<file path="src/rtl/wave_gen_pkg.sv">
// Shared mode encodings, DAC constants and sample helpers for wave_gen.
// scale_sample() is only instantiated when WAVE_GEN_AMP_EN is defined.
package wave_gen_pkg;

  typedef enum logic [1:0] {
    WAVE_SINE   = 2'b00,
    WAVE_SQUARE = 2'b01,
    WAVE_TRI    = 2'b10,
    WAVE_SAW    = 2'b11
  } wave_mode_e;

  localparam logic [7:0] DAC_MID   = 8'd128;
  localparam logic [7:0] DAC_FULL  = 8'd255;
  localparam logic [7:0] DAC_ZERO  = 8'd0;
  localparam int         PHASE_TOP = 255;

  function automatic logic [7:0] square_sample(input logic [7:0] p);
    return p[7] ? DAC_ZERO : DAC_FULL;
  endfunction

  // 511-2p on the falling half equals the bitwise complement of 2p mod 256.
  function automatic logic [7:0] tri_sample(input logic [7:0] p);
    logic [7:0] up;
    up = {p[6:0], 1'b0};
    return p[7] ? ~up : up;
  endfunction

  // Gain is amp+1 (1..16), kept in 6 signed bits so 16 stays positive.
  function automatic logic [7:0] scale_sample(input logic [7:0] s, input logic [3:0] amp);
    logic signed [8:0]  diff;
    logic signed [5:0]  gain;
    logic signed [14:0] prod;
    diff = $signed({1'b0, s}) - 9'sd128;
    gain = $signed({2'b00, amp}) + 6'sd1;
    prod = 15'(diff) * 15'(gain);
    return 8'(prod >>> 4) + DAC_MID;
  endfunction

endpackage

</file>
<file path="src/rtl/wave_sine_lut.sv">
// Combinational sine sample: 128 + round(127*sin(2*pi*p/256)), from a
// quarter-wave table folded by phase[7:6].
module wave_sine_lut
  import wave_gen_pkg::*;
(
  input  logic [7:0] phase_i,
  output logic [7:0] sample_o
);

  logic [6:0] idx;
  logic [6:0] mag;

  function automatic logic [6:0] quarter(input logic [6:0] k);
    logic [6:0] v;
    case (k)
      7'd0:  v = 7'd0;   7'd1:  v = 7'd3;   7'd2:  v = 7'd6;   7'd3:  v = 7'd9;
      7'd4:  v = 7'd12;  7'd5:  v = 7'd16;  7'd6:  v = 7'd19;  7'd7:  v = 7'd22;
      7'd8:  v = 7'd25;  7'd9:  v = 7'd28;  7'd10: v = 7'd31;  7'd11: v = 7'd34;
      7'd12: v = 7'd37;  7'd13: v = 7'd40;  7'd14: v = 7'd43;  7'd15: v = 7'd46;
      7'd16: v = 7'd49;  7'd17: v = 7'd51;  7'd18: v = 7'd54;  7'd19: v = 7'd57;
      7'd20: v = 7'd60;  7'd21: v = 7'd63;  7'd22: v = 7'd65;  7'd23: v = 7'd68;
      7'd24: v = 7'd71;  7'd25: v = 7'd73;  7'd26: v = 7'd76;  7'd27: v = 7'd78;
      7'd28: v = 7'd81;  7'd29: v = 7'd83;  7'd30: v = 7'd85;  7'd31: v = 7'd88;
      7'd32: v = 7'd90;  7'd33: v = 7'd92;  7'd34: v = 7'd94;  7'd35: v = 7'd96;
      7'd36: v = 7'd98;  7'd37: v = 7'd100; 7'd38: v = 7'd102; 7'd39: v = 7'd104;
      7'd40: v = 7'd106; 7'd41: v = 7'd107; 7'd42: v = 7'd109; 7'd43: v = 7'd111;
      7'd44: v = 7'd112; 7'd45: v = 7'd113; 7'd46: v = 7'd115; 7'd47: v = 7'd116;
      7'd48: v = 7'd117; 7'd49: v = 7'd118; 7'd50: v = 7'd120; 7'd51: v = 7'd121;
      7'd52: v = 7'd122; 7'd53: v = 7'd122; 7'd54: v = 7'd123; 7'd55: v = 7'd124;
      7'd56: v = 7'd125; 7'd57: v = 7'd125; 7'd58: v = 7'd126; 7'd59: v = 7'd126;
      7'd60: v = 7'd126; 7'd61: v = 7'd127; 7'd62: v = 7'd127; 7'd63: v = 7'd127;
      7'd64: v = 7'd127;
      default: v = 7'd0;
    endcase
    return v;
  endfunction

  // Odd quadrants mirror the index; the upper half mirrors about mid-scale.
  always_comb begin
    idx      = phase_i[6] ? (7'd64 - {1'b0, phase_i[5:0]}) : {1'b0, phase_i[5:0]};
    mag      = quarter(idx);
    sample_o = phase_i[7] ? (DAC_MID - {1'b0, mag}) : (DAC_MID + {1'b0, mag});
  end

endmodule

</file>
<file path="src/rtl/wave_gen.sv">
// Phase-stepped waveform generator feeding the DAC interface stage.
// Optional WAVE_GEN_AMP_EN adds an amp port and a scaling register stage.
module wave_gen
  import wave_gen_pkg::*;
#(
  parameter int PHASE_W = 8
) (
  input  logic               clk,
  input  logic               rst_n,
  input  logic               memclk,
  input  logic [1:0]         memmode,
`ifdef WAVE_GEN_AMP_EN
  input  logic [3:0]         amp,
`endif
  output logic [PHASE_W-1:0] phase,
  output logic [7:0]         dac_data,
  output logic               dac_valid,
  output logic [1:0]         active_mode
);

  logic               memclk_dly_q;
  logic               step;
  logic [PHASE_W-1:0] phase_q, phase_d;
  wave_mode_e         mode_q, mode_d;
  logic               step_q;
  logic [7:0]         sine_s;
  logic [7:0]         sample;
  logic [7:0]         dac_data_q;
  logic               dac_valid_q;

  assign step = memclk & ~memclk_dly_q;

  // Mode only changes on the step that wraps the phase, so periods never mix shapes.
  always_comb begin
    phase_d = phase_q;
    mode_d  = mode_q;
    if (step) begin
      phase_d = phase_q + 1'b1;
      if (phase_q == PHASE_W'(PHASE_TOP)) begin
        mode_d = wave_mode_e'(memmode);
      end
    end
  end

  always_ff @(posedge clk or negedge rst_n) begin
    if (!rst_n) begin
      memclk_dly_q <= 1'b0;
      phase_q      <= '0;
      mode_q       <= WAVE_SINE;
      step_q       <= 1'b0;
    end else begin
      memclk_dly_q <= memclk;
      phase_q      <= phase_d;
      mode_q       <= mode_d;
      step_q       <= step;
    end
  end

  wave_sine_lut u_sine (
    .phase_i  (phase_q),
    .sample_o (sine_s)
  );

  always_comb begin
    sample = DAC_MID;
    case (mode_q)
      WAVE_SINE:   sample = sine_s;
      WAVE_SQUARE: sample = square_sample(phase_q);
      WAVE_TRI:    sample = tri_sample(phase_q);
      WAVE_SAW:    sample = phase_q;
      default:     sample = DAC_MID;
    endcase
  end

`ifdef WAVE_GEN_AMP_EN
  logic [7:0] raw_q;
  logic       raw_vld_q;

  always_ff @(posedge clk or negedge rst_n) begin
    if (!rst_n) begin
      raw_q       <= DAC_MID;
      raw_vld_q   <= 1'b0;
      dac_data_q  <= DAC_MID;
      dac_valid_q <= 1'b0;
    end else begin
      raw_vld_q   <= step_q;
      dac_valid_q <= raw_vld_q;
      if (step_q) begin
        raw_q <= sample;
      end
      if (raw_vld_q) begin
        dac_data_q <= scale_sample(raw_q, amp);
      end
    end
  end
`else
  always_ff @(posedge clk or negedge rst_n) begin
    if (!rst_n) begin
      dac_data_q  <= DAC_MID;
      dac_valid_q <= 1'b0;
    end else begin
      dac_valid_q <= step_q;
      if (step_q) begin
        dac_data_q <= sample;
      end
    end
  end
`endif

  assign phase       = phase_q;
  assign dac_data    = dac_data_q;
  assign dac_valid   = dac_valid_q;
  assign active_mode = mode_q;

endmodule

</file>
<file path="config.mk">
export PLATFORM = sky130hd
export DESIGN_NAME = wave_gen
export DESIGN_NICKNAME = d
export VERILOG_FILES = /design/src/rtl/wave_gen_pkg.sv /design/src/rtl/wave_sine_lut.sv /design/src/rtl/wave_gen.sv
export SDC_FILE = /design/constraint.sdc
export NUM_CORES = 1
export LEC_CHECK = 0
export CORE_UTILIZATION = 50
export DETAILED_ROUTE_END_ITERATION = 6
export PLACE_DENSITY = 0.81
export SYNTH_ARGS = -nofsm -noshare
export SYNTH_HDL_FRONTEND = slang
export SYNTH_HIERARCHICAL = 1
export SYNTH_SLANG_ARGS = --single-unit
export TNS_END_PERCENT = 1
</file>
<file path="constraint.sdc">
create_clock -name clk -period 5.35 [get_ports clk]
set_input_delay 1.07 -clock clk [delete_from_list [all_inputs] [get_ports clk]]
set_output_delay 1.07 -clock clk [all_outputs]
set_load 0.005 [all_outputs]
</file>
==> results_dict.tcl <==
set metrics [dict create \
    status "finished clean" \
    ys_warn_count 6 \
    post-cts-setup-buffer-count 0 \
    worst_path_max_delay_cell "dfrtp_1" \
    path_class "flip-flop to flip-flop" \
    drt_iter0_markers 316 \
    regToRegStartpoint "phase[0]" \
    area_growth_pct 10.6 \
    gp_congestion 0.946 \
    report.final.slew_viol_count 0 \
    yosysTopAreaCellShare_pct 19.6 \
    slew_headroom_pct 33.6 \
    tns_ns 0 \
    hold_class "flip-flop to flip-flop" \
    synthTopCellsByArea "dfrtp_1 20%, ha_1 4.9%, xnor2_1 4.8%, a21oi_1 4.3%, o21ai_0 4.3%" \
    grt_pass1_wl_mm 10.9 \
    antenna_found_initial 0 \
    synthMuxAreaShare_pct 5.29 \
    dr.pass1.iters 6 \
    cts.repair.resized 0 \
    synth-edff-count 0 \
    finalCriticalPeriod_ns 3.94 \
    synth_xor_area_share_pct 9.80 \
    cpMostUsedCell "ha_1" \
    synth_fa_ha_area_share_pct 4.90 \
    grt_pass1_vias 2231 \
    setup_viol 0 \
    final_core_util_pct 58.6 \
    io_buffer_count 23 \
    vias_per_cell 6.69 \
    nets 337 \
    synth_compound_area_share_pct 29.7 \
    fin_area_mm2 0.00282 \
    ys_ff_latch 21 \
    finalCritPeriodShare_pct 73.7 \
    worst_ep_arrival_time_ns 4.10 \
    vdd_ir_drop_max_uv 492 \
    synth_cells 313 \
    totalWireLength_mm 6.74 \
    final-seq-area_um2 527 \
    endpoint_kind "flip-flop" \
    dieArea_mm2 0.00540 \
    numCtsBuffers 3 \
    hold_depth 1 \
    fillers 451 \
    grt_use_total_pct 25.8 \
    hold_viol 0 \
    initial_utilization_pct 53.0 \
    crit_chain "inv_1, ha_1, mux2_2, ha_1, nor2b_1, nor2_1, o2111a_1, a221oi_1, a21oi_1, o211ai_1, inv_1, ha_1, a41oi_2, xor2_1, nor3_1, o32ai_1" \
    ant_nets 0 \
    power_leakage_nw 1.04 \
    yosys.area_share.simple_pct 22.3 \
    avgSynthCellArea_um2 8.16 \
    cts_tree "done" \
    clk_latency_ns 0.26 \
    rsz0062_at_grt "no" \
    postSynth.asyncResetShare_pct 100 \
    postCtsHoldBufs 0 \
    start_kind "flip-flop" \
    yosysSeqAreaShare_pct 20.6 \
    multiInputGateArea_mm2 0.00184 \
    worst_pin_slew_ns 0.993 \
    synth_top_family_by_area "compound AO/OA/AOI/OAI gates" \
    core_area_mm2 0.00482 \
    clockBufferDepth 2 \
    drc_errors 0 \
    syn_area_mm2 0.00255 \
    rows 25 \
    dieHeight_um 73.5 \
    clockRootBuffer "clkbuf_8" \
    reg2regPathDepth 16 \
    timing.hold.ws_ns 0.521 \
    synthFlopType "dfrtp_1" \
    grt_max_degree 36 \
    min_from "memclk_dly_q" \
    ys_types 73 \
    grt_overflow 0 \
    r2r_end "dac_data[6]" \
    hold_end "step_q" \
    wl_per_cell_um 17.4 \
    diodes 0 \
    die_x_um 73.5 \
    required_ns 5.51 \
    crit_start "phase[0]" \
    synth_top_area_cell "dfrtp_1" \
    max_stage_delay_ns 0.38 \
    drv_cap 0 \
    clkSlewWorstSetupHoldPaths_ns 0.08 \
    drive_gt1_share_pct 10.9 \
    synthesis.nets 328 \
    reg2reg_slack_ns 1.41 \
    power_density_mw_per_mm2 619 \
    max_freq_mhz 254 \
    numClockSinks 21 \
    pin_count 24 \
    worst-path-max-fanout 14 \
    htreeDepth 1 \
    synthTopCellsByCount "22 x a21oi_1, 22 x o21ai_0, 20 x dfrtp_1, 19 x nand2_1, 19 x nor2_1" \
    fin_skew_ns 0.00180 \
    dpl_cell_area_mm2 0.00278 \
    vias 2594 \
    hpwl_mm 4.79 \
]
-- registers in the layout, summed over array words and instances (netlist names) --
| name | cells |
|---|---|
| phase | 8 |
| memclk_dly_q | 1 |
| dac_data | 8 |
| dac_valid | 1 |
| active_mode | 2 |
| step_q | 1 |
-- layout by cell type, fill, tap and decap left out, types with 5 or more instances in the layout --
master,count
a31oi_1,7
nor2b_1,9
xor2_1,9
dfrtp_1,20
o21ai_0,22
nand2b_1,8
a21oi_1,22
ha_1,10
buf_4,5
xnor2_1,14
clkdlybuf4s50_1,23
inv_1,15
nor2_1,19
o32ai_1,6
mux2i_1,6
nand2_1,19
nand3_1,7
nor3_1,11
o211ai_1,6
-- where the power goes --
part	switching, mW	internal (mW)
registers	0.0961	0.205
logic	0.766	0.574
clock network	0.0532	0.0526
-- critical path, delay by kind of cell, from the launching register on --
kind | cells | cell delay, ns
muxes | 1 | 0.35
and+or+nand+nor | 3 | 0.42
buffers and inverters | 2 | 0.20
AOI/OAI and AO/OA | 6 | 1.38
xor gates and xnor gates | 1 | 0.17
adders and majority gates | 3 | 0.91
DFF | 1 | 0.38
-- layout make-up --
cell class,count,share of cell area (%)
Clock inverter,1,0.266
Tap cell,67,2.97
Timing Repair Buffer,28,9.48
Inverter,15,1.99
Multi-Input combinational cell,253,65.2
Sequential cell,21,18.7
Clock buffer,3,1.46
-- kinds of logic (layout without fill, tap and decap cells) --
group | after synthesis | after routing
muxes | 12 | 12
xor gates and xnor gates | 26 | 26
DFF | 21 | 21
adders and majority gates | 10 | 10
and+or+nand+nor | 99 | 99
buffers and inverters | 39 | 47
AOI/OAI and AO/OA | 106 | 106
-- routing by layer --
layer / global-route usage, % / part of all wire [%] / vias up
li1: - / - / 1185
met1: 38.0 / 44 / 1241
met2: 39.1 / 46 / 152
met3: 4.25 / 8.6 / 16
met4: 6.62 / 1.5 / 0
met5: 0 / 0 / -
-- how the worst max path moves through the flow --
stage | slack (ns) | endpoint | depth (start not counted)
final | 1.41 | dac_data[6] | 16
after global routing | 1.12 | dac_data[4] | 16
after CTS | 1.44 | dac_data[6] | 16
after global placement | 1.63 | dac_data[4] | 16
after detailed placement | 1.45 | dac_data[6] | 16
after floorplan | 1.54 | dac_data[6] | 17
-- through the flow --
stage	power, mW	instances	setup slack, ns
2_1_floorplan	1.27	313	1.54
3_3_place_gp	1.60	384	1.63
3_5_place_dp	1.60	384	1.45
4_1_cts	1.72	388	1.44
5_1_grt	1.88	388	1.12
6_report	1.75	388	1.41
Power figures use the tool's default switching activity.
